<file path="config.mk">
export PLATFORM = sky130hd
export DESIGN_NAME = alu_secuencial_param
export DESIGN_NICKNAME = d
export VERILOG_FILES = /design/src/rtl/alu_pkg.sv /design/src/rtl/alu_seq_muldiv.sv /design/src/rtl/alu_secuencial_param.sv
export SDC_FILE = /design/constraint.sdc
export NUM_CORES = 1
export LEC_CHECK = 0
export ABC_AREA = 1
export ABC_CLOCK_PERIOD_IN_PS = 7980
export CORE_MARGIN = 4
export CORE_UTILIZATION = 40
export DETAILED_ROUTE_END_ITERATION = 8
export GPL_TIMING_DRIVEN = 0
export PLACE_DENSITY = 0.55
export REMOVE_ABC_BUFFERS = 1
export SKIP_CTS_REPAIR_TIMING = 1
export SLEW_MARGIN = 20
export SYNTH_ARGS = -nofsm -noshare
export SYNTH_HDL_FRONTEND = slang
export SYNTH_SLANG_ARGS = --single-unit
</file>
<file path="constraint.sdc">
create_clock -name clk -period 7.98 [get_ports clk]
set_clock_uncertainty 0.15 [all_clocks]
set_input_delay 1.197 -clock clk [delete_from_list [all_inputs] [get_ports clk]]
set_output_delay 1.197 -clock clk [all_outputs]
set_load 0.005 [all_outputs]
</file>
<file path="src/rtl/alu_pkg.sv">
// Shared opcodes, FSM state encoding and flag bit positions for alu_secuencial_param.
// OP_DIV is only decoded as a real operation when ALU_DIV_EN is defined.
package alu_pkg;

  localparam logic [3:0] OP_ADD = 4'b0000;
  localparam logic [3:0] OP_SUB = 4'b0001;
  localparam logic [3:0] OP_AND = 4'b0010;
  localparam logic [3:0] OP_OR  = 4'b0011;
  localparam logic [3:0] OP_XOR = 4'b0100;
  localparam logic [3:0] OP_EQ  = 4'b0101;
  localparam logic [3:0] OP_GT  = 4'b0110;
  localparam logic [3:0] OP_SHL = 4'b0111;
  localparam logic [3:0] OP_SHR = 4'b1000;
  localparam logic [3:0] OP_MUL = 4'b1001;
  localparam logic [3:0] OP_DIV = 4'b1010;
  localparam logic [3:0] OP_SRA = 4'b1011;

  typedef enum logic [1:0] {
    ST_IDLE = 2'd0,
    ST_BUSY = 2'd1,
    ST_DONE = 2'd2
  } state_e;

  localparam int FLG_Z = 0;
  localparam int FLG_N = 1;
  localparam int FLG_C = 2;
  localparam int FLG_V = 3;

  function automatic logic is_div_op(input logic [3:0] op);
    return op == OP_DIV;
  endfunction

endpackage

</file>
<file path="src/rtl/alu_seq_muldiv.sv">
// Iterative unsigned shift-add multiplier and, with ALU_DIV_EN, a restoring divider.
// Both share one {acc_hi, acc_lo} accumulator; lo/hi expose the value being written this edge.
module alu_seq_muldiv #(
  parameter int WIDTH = 8,
  parameter int CNT_W = $clog2(WIDTH + 1)
) (
  input  logic             clk,
  input  logic             rst,
  input  logic             start,
  input  logic             op,
  input  logic [WIDTH-1:0] a,
  input  logic [WIDTH-1:0] b,
  output logic             done,
  output logic [WIDTH-1:0] lo,
  output logic [WIDTH-1:0] hi
);

  logic [CNT_W-1:0] cnt_q, cnt_d;
  logic [WIDTH-1:0] acc_hi_q, acc_hi_d;
  logic [WIDTH-1:0] acc_lo_q, acc_lo_d;
  logic [WIDTH-1:0] opnd_q, opnd_d;
  logic [WIDTH:0]   mul_sum;

`ifdef ALU_DIV_EN
  logic             op_q, op_d;
  logic [WIDTH:0]   div_part;
  logic [WIDTH-1:0] div_trial;
  logic             div_ok;
`else
  logic             unused_op;
  assign unused_op = op;
`endif

  // opnd holds the multiplicand (MUL) or the divisor (DIV); acc_lo starts as multiplier or dividend
  always_comb begin
    cnt_d    = cnt_q;
    acc_hi_d = acc_hi_q;
    acc_lo_d = acc_lo_q;
    opnd_d   = opnd_q;
    mul_sum  = {1'b0, acc_hi_q} + (acc_lo_q[0] ? {1'b0, opnd_q} : '0);
`ifdef ALU_DIV_EN
    op_d      = op_q;
    div_part  = {acc_hi_q, acc_lo_q[WIDTH-1]};
    div_ok    = div_part >= {1'b0, opnd_q};
    div_trial = div_part[WIDTH-1:0] - opnd_q;
`endif
    if (start) begin
      cnt_d    = CNT_W'(WIDTH);
      acc_hi_d = '0;
`ifdef ALU_DIV_EN
      op_d     = op;
      acc_lo_d = op ? a : b;
      opnd_d   = op ? b : a;
`else
      acc_lo_d = b;
      opnd_d   = a;
`endif
    end else if (cnt_q != '0) begin
      cnt_d = cnt_q - CNT_W'(1);
`ifdef ALU_DIV_EN
      if (op_q) begin
        if (div_ok) begin
          acc_hi_d = div_trial;
          acc_lo_d = {acc_lo_q[WIDTH-2:0], 1'b1};
        end else begin
          acc_hi_d = div_part[WIDTH-1:0];
          acc_lo_d = {acc_lo_q[WIDTH-2:0], 1'b0};
        end
      end else begin
        acc_hi_d = mul_sum[WIDTH:1];
        acc_lo_d = {mul_sum[0], acc_lo_q[WIDTH-1:1]};
      end
`else
      acc_hi_d = mul_sum[WIDTH:1];
      acc_lo_d = {mul_sum[0], acc_lo_q[WIDTH-1:1]};
`endif
    end
  end

  always_ff @(posedge clk or posedge rst) begin
    if (rst) begin
      cnt_q    <= '0;
      acc_hi_q <= '0;
      acc_lo_q <= '0;
      opnd_q   <= '0;
`ifdef ALU_DIV_EN
      op_q     <= 1'b0;
`endif
    end else begin
      cnt_q    <= cnt_d;
      acc_hi_q <= acc_hi_d;
      acc_lo_q <= acc_lo_d;
      opnd_q   <= opnd_d;
`ifdef ALU_DIV_EN
      op_q     <= op_d;
`endif
    end
  end

  assign done = (cnt_q == CNT_W'(1));
  assign lo   = acc_lo_d;
  assign hi   = acc_hi_d;

endmodule

</file>
<file path="src/rtl/alu_secuencial_param.sv">
// Multi-cycle parametrised ALU with valid/ready handshakes, status flags and iterative MUL.
// Define ALU_DIV_EN to build the restoring divider behind opcode 1010.
module alu_secuencial_param
  import alu_pkg::*;
#(
  parameter int WIDTH = 8
) (
  input  logic             clk,
  input  logic             rst,
  input  logic             in_valid,
  output logic             in_ready,
  input  logic [WIDTH-1:0] a,
  input  logic [WIDTH-1:0] b,
  input  logic [3:0]       sel,
  output logic             out_valid,
  input  logic             out_ready,
  output logic [WIDTH-1:0] result,
  output logic [WIDTH-1:0] result_hi,
  output logic [3:0]       flags
);

  localparam int CNT_W = $clog2(WIDTH + 1);
  localparam logic [WIDTH-1:0] W_LIM = WIDTH'(WIDTH);
  localparam int MSB = WIDTH - 1;

  state_e           state_q, state_d;
  logic [CNT_W-1:0] cnt_q, cnt_d;
  logic [WIDTH-1:0] result_q, result_d;
  logic [WIDTH-1:0] result_hi_q, result_hi_d;
  logic [3:0]       flags_q, flags_d;
  logic             in_ready_q, in_ready_d;
  logic             out_valid_q, out_valid_d;

  logic [WIDTH:0]   add_full, sub_full;
  logic [WIDTH-1:0] sc_res;
  logic             sc_c, sc_v, shift_big;
  logic [3:0]       sc_flags;
  logic             is_mul, is_div, accept;

  logic             md_start, md_op, md_done, md_v;
  logic [WIDTH-1:0] md_lo, md_hi;
  logic [3:0]       md_flags;

`ifdef ALU_DIV_EN
  logic             op_div_q, op_div_d;
  logic             b_zero_q, b_zero_d;
`endif

  alu_seq_muldiv #(
    .WIDTH(WIDTH),
    .CNT_W(CNT_W)
  ) u_muldiv (
    .clk  (clk),
    .rst  (rst),
    .start(md_start),
    .op   (md_op),
    .a    (a),
    .b    (b),
    .done (md_done),
    .lo   (md_lo),
    .hi   (md_hi)
  );

  // Single-cycle datapath works straight off the inputs so the result registers at the accept edge
  always_comb begin
    add_full  = {1'b0, a} + {1'b0, b};
    sub_full  = {1'b0, a} - {1'b0, b};
    shift_big = (b >= W_LIM);
    sc_res    = '0;
    sc_c      = 1'b0;
    sc_v      = 1'b0;
    case (sel)
      OP_ADD: begin
        sc_res = add_full[WIDTH-1:0];
        sc_c   = add_full[WIDTH];
        sc_v   = (a[MSB] == b[MSB]) && (add_full[MSB] != a[MSB]);
      end
      OP_SUB: begin
        sc_res = sub_full[WIDTH-1:0];
        sc_c   = sub_full[WIDTH];
        sc_v   = (a[MSB] != b[MSB]) && (sub_full[MSB] != a[MSB]);
      end
      OP_AND:  sc_res = a & b;
      OP_OR:   sc_res = a | b;
      OP_XOR:  sc_res = a ^ b;
      OP_EQ:   sc_res = {{(WIDTH-1){1'b0}}, (a == b)};
      OP_GT:   sc_res = {{(WIDTH-1){1'b0}}, (a > b)};
      OP_SHL:  sc_res = shift_big ? '0 : (a << b);
      OP_SHR:  sc_res = shift_big ? '0 : (a >> b);
      OP_SRA:  sc_res = shift_big ? {WIDTH{a[MSB]}} : $unsigned($signed(a) >>> b);
      default: sc_res = '0;
    endcase
    sc_flags        = '0;
    sc_flags[FLG_Z] = (sc_res == '0);
    sc_flags[FLG_N] = sc_res[MSB];
    sc_flags[FLG_C] = sc_c;
    sc_flags[FLG_V] = sc_v;
  end

  always_comb begin
    is_mul = (sel == OP_MUL);
`ifdef ALU_DIV_EN
    is_div = is_div_op(sel);
    md_v   = op_div_q ? b_zero_q : (md_hi != '0);
`else
    is_div = 1'b0;
    md_v   = (md_hi != '0);
`endif
    md_flags        = '0;
    md_flags[FLG_Z] = (md_lo == '0);
    md_flags[FLG_N] = md_lo[MSB];
    md_flags[FLG_V] = md_v;
  end

  // Handshake FSM: IDLE accepts, BUSY waits for the iterative unit, DONE holds until out_ready
  always_comb begin
    state_d     = state_q;
    cnt_d       = cnt_q;
    result_d    = result_q;
    result_hi_d = result_hi_q;
    flags_d     = flags_q;
    in_ready_d  = in_ready_q;
    out_valid_d = out_valid_q;
    md_start    = 1'b0;
    md_op       = 1'b0;
    accept      = in_valid && in_ready_q;
`ifdef ALU_DIV_EN
    op_div_d    = op_div_q;
    b_zero_d    = b_zero_q;
`endif
    case (state_q)
      ST_IDLE: begin
        if (accept) begin
          in_ready_d = 1'b0;
          if (is_mul || is_div) begin
            md_start = 1'b1;
            md_op    = is_div;
            state_d  = ST_BUSY;
            cnt_d    = CNT_W'(WIDTH);
`ifdef ALU_DIV_EN
            op_div_d = is_div;
            b_zero_d = (b == '0);
`endif
          end else begin
            state_d     = ST_DONE;
            result_d    = sc_res;
            result_hi_d = '0;
            flags_d     = sc_flags;
            out_valid_d = 1'b1;
          end
        end
      end
      ST_BUSY: begin
        cnt_d = cnt_q - CNT_W'(1);
        if (md_done) begin
          state_d     = ST_DONE;
          result_d    = md_lo;
          result_hi_d = md_hi;
          flags_d     = md_flags;
          out_valid_d = 1'b1;
        end
      end
      ST_DONE: begin
        if (out_ready) begin
          state_d     = ST_IDLE;
          out_valid_d = 1'b0;
          in_ready_d  = 1'b1;
        end
      end
      default: begin
        state_d     = ST_IDLE;
        out_valid_d = 1'b0;
        in_ready_d  = 1'b1;
      end
    endcase
  end

  always_ff @(posedge clk or posedge rst) begin
    if (rst) begin
      state_q     <= ST_IDLE;
      cnt_q       <= '0;
      result_q    <= '0;
      result_hi_q <= '0;
      flags_q     <= '0;
      in_ready_q  <= 1'b1;
      out_valid_q <= 1'b0;
`ifdef ALU_DIV_EN
      op_div_q    <= 1'b0;
      b_zero_q    <= 1'b0;
`endif
    end else begin
      state_q     <= state_d;
      cnt_q       <= cnt_d;
      result_q    <= result_d;
      result_hi_q <= result_hi_d;
      flags_q     <= flags_d;
      in_ready_q  <= in_ready_d;
      out_valid_q <= out_valid_d;
`ifdef ALU_DIV_EN
      op_div_q    <= op_div_d;
      b_zero_q    <= b_zero_d;
`endif
    end
  end

  assign in_ready  = in_ready_q;
  assign out_valid = out_valid_q;
  assign result    = result_q;
  assign result_hi = result_hi_q;
  assign flags     = flags_q;

endmodule

</file>
==> qor.csv, run 1 <==
metric;value;unit
hpwl;11.6;mm
layout-drive-gt1-share;5.21;%
power.leakage;2.68;nW
yosysWarningCount;0;
setup-tns-final;0;ns
rsz0062_at_grt;false;
die_w;116;um
timing.final.crit_period;4.43;ns
slew_headroom;38.2;%
met1_usage;30.0;%
antenna_found_initial;0;
cts_tree;done;
syn2layout_area_growth;14.8;%
ctsLongestPathBuffers;2;
finalInstanceArea;5340;um2
first_pass_iters;5;
r2r-start;state_q[0];
yosys.cell_types.count;49;
clk_root_buffer_cell;clkbuf_16;
port_buffers;45;
post-place-cells;865;
vias_per_cell;5.40;
antenna_left;0;
r2r-end;flags[0];
grt_use_total;22.3;%
ys_seq_elements;51;
yosys.area.top_type;dfrtp_1;
start_util;40.8;%
status;complete, no violations;
layout_common_cells;nand2_1, inv_1, nand3_1;
ys_seq_area_share;27.5;%
boundaryPins;46;
finalPower;1.44;mW
htreeDepth;2;
peakVddDrop;151;uV
clock_sinks;51;
synth.area.top_cells;dfrtp_1, nand2_1, ha_1;
fmax;226;MHz
critical_path_required;8.05;ns
die-area;13400;um2
start_kind;primary input;
syn_area_per_cell;6.68;um2
cts_made_buffers;5;
place_area;5190;um2
diodes;0;
regArea;1280;um2
slew_violations;0;
drt-total-wl;14.6;mm
end_kind;flip-flop;
reg2reg_slack;5.07;ns
fillers;1224;
finalCritPeriodShare;55.5;%
final_common_cell;nand2_1;
wl_per_cell;16.7;um
core;11400;um2
worstRegToRegCells;10;
worstSetupPathType;primary input to flip-flop;
clkSlewWorstSetupHoldPaths;0.07;ns
utilization;46.8;%
holdWs;0.334;ns
grtUsageMet3;2.77;%
pre_cts_slack;3.28;ns
hp-class;flip-flop to flip-flop;
grt_max_degree;34;
worstHoldStart;result[0];
multi_input_area;2910;um2
fin_ws;3.55;ns
layout.cells.non_filler;873;
finalSetupViolations;0;
whs_path_depth;2;
syn_inst;697;
synth_top_cell_area_share;26.9;%
drt_iter0_drc;350;
first_global_vias;4688;
grt_pass1_wl;23.6;mm
fp-row-count;39;
vias;4716;
final_nets;790;
clkLatencyLatePin;0.30;ns
top_usage_layer;met2;
path_max_fanout;15;
place.gp.congestion;0.971;
hold_viol_final;0;
tightestPinTransition;0.925;ns
drv_cap;0;
critPathArrivalTime;4.50;ns
use_met2;37.8;%
die_h;116;um
powerDensity;269;nW/um2
grt_overflow;0;
min_to;result[0];
remaining_drc_errors;0;
synth_area;4650;um2
[worst max-delay path, stage by stage]
cell and delay [ns]:
clkdlybuf4s50_1 0.86, inv_1 0.38, ha_1 0.54, inv_1 0.12
nand3_1 0.14, nand2_1 0.11, nand2_1 0.07, nand2_1 0.05
nand2_1 0.06, nand2_1 0.05, nor2_1 0.17, nand3_1 0.14
nor2_1 0.20, nand2_1 0.08, nor2_1 0.09, nand4_1 0.10
a21oi_1 0.14
[how the worst max path moves through the flow]
stage	end	depth (start not counted)	start	slack [ns]
after floorplan	flags[0]	14	a[0]	4.88
after global placement	flags[0]	16	b[1]	3.31
after detailed placement	flags[0]	17	b[2]	3.28
after CTS	flags[0]	17	b[2]	3.60
after global routing	flags[1]	17	b[2]	3.26
final	flags[0]	17	b[2]	3.55
[per-layer routing]
metal  vias to the layer above  part of all wire [%]
met4                         0                   1.6
met5                         -                     0
met3                        15                   4.2
met2                       123                    47
li1                       2360                     -
met1                      2218                    47
[kinds of logic after synthesis]
kind of cell    count (synthesis)  share of synthesized area (%)
buf+inv                       115                           10.1
flops                          51                           27.5
simple gates                  371                           36.1
xor+xnor                        7                           1.32
compound gates                116                           14.7
fa+ha+maj                      37                           10.4
[flip-flops by register name, indices dropped and copies added, names as in the netlist]
register           flops
out_valid              1
result                 7
u_muldiv.opnd_q        8
u_muldiv.cnt_q         4
state_q                2
in_ready               1
u_muldiv.acc_lo_q      8
result_hi              8
u_muldiv.acc_hi_q      8
flags                  4
[where the power goes]
group	leakage, nW	internal [mW]	switching (mW)	total (mW)
clock	0.0759	0.120	0.108	0.228
sequential	0.645	0.378	0.0787	0.457
combinational	1.96	0.295	0.456	0.751
[synth_stat cells (all sizes together)]
cell	number
and2	1
o2bb2ai	1
or2	4
fa	3
a21oi	35
a21boi	1
nor3	10
nor4	1
a21o	1
dfrtp	50
o211ai	4
a221oi	1
xor2	4
o21bai	2
nand4	18
inv	93
nor2	70
nand3b	5
nand2	189
ha	34
nand3	73
a31oi	1
o221ai	7
o22ai	5
a211oi	1
dfstp	1
buf	14
o21ai	50
clkinv	1
xnor2	3
a22o	6
o31ai	1
clkbuf	7
[cell type report]
| type | count | area share, % |
|---|---|---|
| clock buffer | 5 | 2.34 |
| clock inverter | 3 | 0.539 |
| inverter | 94 | 6.61 |
| multi-input combinational | 531 | 54.4 |
| sequential | 51 | 23.9 |
| tap | 143 | 3.35 |
| timing repair buffer | 46 | 8.81 |
Note: power is estimated with default switching activity, not from simulation.
==> inputs of run 2 (changes only) <==
--- a/config.mk
+++ b/config.mk
@@ -6,12 +6,12 @@
 export NUM_CORES = 1
 export LEC_CHECK = 0
 export ABC_AREA = 1
-export ABC_CLOCK_PERIOD_IN_PS = 7980
+export ABC_CLOCK_PERIOD_IN_PS = 3600
 export CORE_MARGIN = 4
 export CORE_UTILIZATION = 40
 export DETAILED_ROUTE_END_ITERATION = 8
 export GPL_TIMING_DRIVEN = 0
-export PLACE_DENSITY = 0.55
+export PLACE_DENSITY = 0.58
 export REMOVE_ABC_BUFFERS = 1
 export SKIP_CTS_REPAIR_TIMING = 1
 export SLEW_MARGIN = 20
==> constraint.sdc (replaced) <==
create_clock -name clk -period 3.6 [get_ports clk]
set_clock_uncertainty 0.15 [all_clocks]
set_input_delay 0.54 -clock clk [delete_from_list [all_inputs] [get_ports clk]]
set_output_delay 0.54 -clock clk [all_outputs]
set_load 0.005 [all_outputs]
==> run 2 against run 1 <==
Net effect:
- design area rose by 0.59%
- via count rose by 1.1%
- sequential power rose by 120%
- combinational power rose by 120%
- die area did not move
- final cell count rose by 0.23%
- worst setup slack got worse by 3.3 ns
- utilization rose by 0.27 points
- clock power rose by 140%
- largest power group unchanged
- highest routed layer unchanged
==> qor.csv, run 2 (synthesis gave the netlist of run 1 again) <==
metric;value;unit
status;complete, no violations;
rsz0062_at_grt;false;
critical_path_required;3.67;ns
diodes;0;
fillers;1200;
hp-class;flip-flop to flip-flop;
syn2layout_area_growth;15.5;%
drt-total-wl;14.8;mm
final_nets;792;
worstHoldStart;result_hi[0];
finalCritPeriodShare;92.8;%
met1_usage;31.2;%
drt_iter0_drc;372;
antenna_left;0;
vias;4768;
timing.final.crit_period;3.34;ns
layout-drive-gt1-share;5.60;%
grtUsageMet3;5.12;%
hpwl;11.7;mm
start_kind;primary input;
min_to;result_hi[0];
use_met2;36.1;%
cp_cell_sequence;clkdlybuf4s50_1, inv_1, ha_1, inv_1, fa_1, or2_0, nand3_1, o21ai_1, nor2_1, nand2_1, inv_1, nand2_1, a21oi_2, nand2_1, nor2_1, nand4_1, a21oi_1;
htreeDepth;2;
grt_overflow;0;
grt_max_degree;34;
die-area;13400;um2
top_usage_layer;met2;
layout_common_cells;nand2_1, inv_1, nand3_1;
clk_root_buffer_cell;clkbuf_16;
drv_cap;0;
start_util;40.8;%
pre_cts_slack;-0.615;ns
hold_viol_final;0;
vias_per_cell;5.45;
r2r-start;state_q[0];
whs_path_depth;2;
r2r-end;flags[0];
clkSlewWorstSetupHoldPaths;0.07;ns
ctsLongestPathBuffers;2;
clkLatencyLatePin;0.30;ns
place.gp.congestion;0.944;
cp_num_buf_inv;4;
final_common_cell;nand2_1;
fp-row-count;39;
clock_sinks;51;
remaining_drc_errors;0;
setup-tns-final;0;ns
antenna_found_initial;0;
reg2reg_slack;0.69;ns
grt_use_total;22.6;%
peakVddDrop;408;uV
boundaryPins;46;
port_buffers;45;
core;11400;um2
critPathArrivalTime;3.41;ns
path_max_fanout;4;
slew_violations;0;
slew_headroom;38.4;%
cpMaxStageDelayCell;clkdlybuf4s50_1;
crit_family;simple AND/OR/NAND/NOR gates;
tightestPinTransition;0.921;ns
die_w;116;um
worstSetupPathType;primary input to flip-flop;
first_global_vias;4567;
finalSetupViolations;0;
first_pass_iters;4;
cts_made_buffers;5;
fin_ws;0.259;ns
worstRegToRegCells;10;
fmax;299;MHz
critPathMaxStageDelay;0.45;ns
cts_tree;done;
power.leakage;2.71;nW
die_h;116;um
wl_per_cell;16.9;um
powerDensity;602;nW/um2
end_kind;flip-flop;
grt_pass1_wl;23.8;mm
==> run 2: cell count changes in the layout (fill, tap and decap cells not counted) <==
cell | previous run | this run
inv_8 | 1 | 0
inv_1 | 87 | 86
clkdlybuf4s50_1 | 45 | 42
bufinv_16 | 0 | 1
clkinv_4 | 2 | 0
buf_4 | 0 | 2
clkbuf_1 | 0 | 1
clkbuf_2 | 0 | 1
clkinvlp_4 | 0 | 2
dlymetal6s2s_1 | 0 | 2
==> run 2: cell type report <==
cell class                 count  area, um2  share of cell area, %
clock buffer                   6        129                   2.40
clock inverter                 2       37.5                  0.699
inverter                      94        357                   6.64
multi-input combinational    531       2910                   54.1
sequential                    51       1280                   23.8
tap                          143        179                   3.33
timing repair buffer          48        485                   9.04
==> run 2: where the power goes <==
part | internal (mW) | leakage [nW] | switching, mW
sequential | 0.840 | 0.645 | 0.172
clock | 0.329 | 0.0771 | 0.217
combinational | 0.656 | 1.98 | 1.02
==> run 2: per-stage QoR <==
step / instances / instance area (um2) / utilization [%] / hold WS (ns) / total power, mW
2_1_floorplan: 676 / 4540 / - / 0.303 / 2.09
3_3_place_gp: 864 / 5170 / 45.3 / 0.315 / 2.66
3_5_place_dp: 865 / 5190 / 45.4 / 0.318 / 2.69
4_1_cts: 873 / 5350 / 46.9 / 0.339 / 3.25
5_1_grt: 875 / 5370 / 47.1 / 0.359 / 3.55
6_report: 875 / 5370 / 47.1 / 0.330 / 3.23
==> run 2: worst max path at each step <==
| stage | startpoint | endpoint | slack [ns] | depth (start not counted) |
|---|---|---|---|---|
| after global placement | b[1] | flags[1] | -0.68 | 15 |
| after global routing | a[0] | flags[0] | 0.04 | 17 |
| after detailed placement | b[1] | flags[1] | -0.62 | 15 |
| after floorplan | a[0] | flags[0] | 1.16 | 14 |
| after CTS | b[1] | flags[1] | -0.31 | 15 |
| final | a[0] | flags[0] | 0.26 | 17 |
==> run 2: per-layer routing <==
metal | share of wire [%] | up-vias
met5 | 0 | -
met3 | 6.8 | 14
met1 | 46 | 2231
li1 | - | 2362
met4 | 1.3 | 0
met2 | 46 | 161
==> run 2: tightest hold or removal path, stage by stage (launching register included) <==
cell and delay, ns:
dfrtp_1 0.34, nand2_1 0.05, o21ai_0 0.05
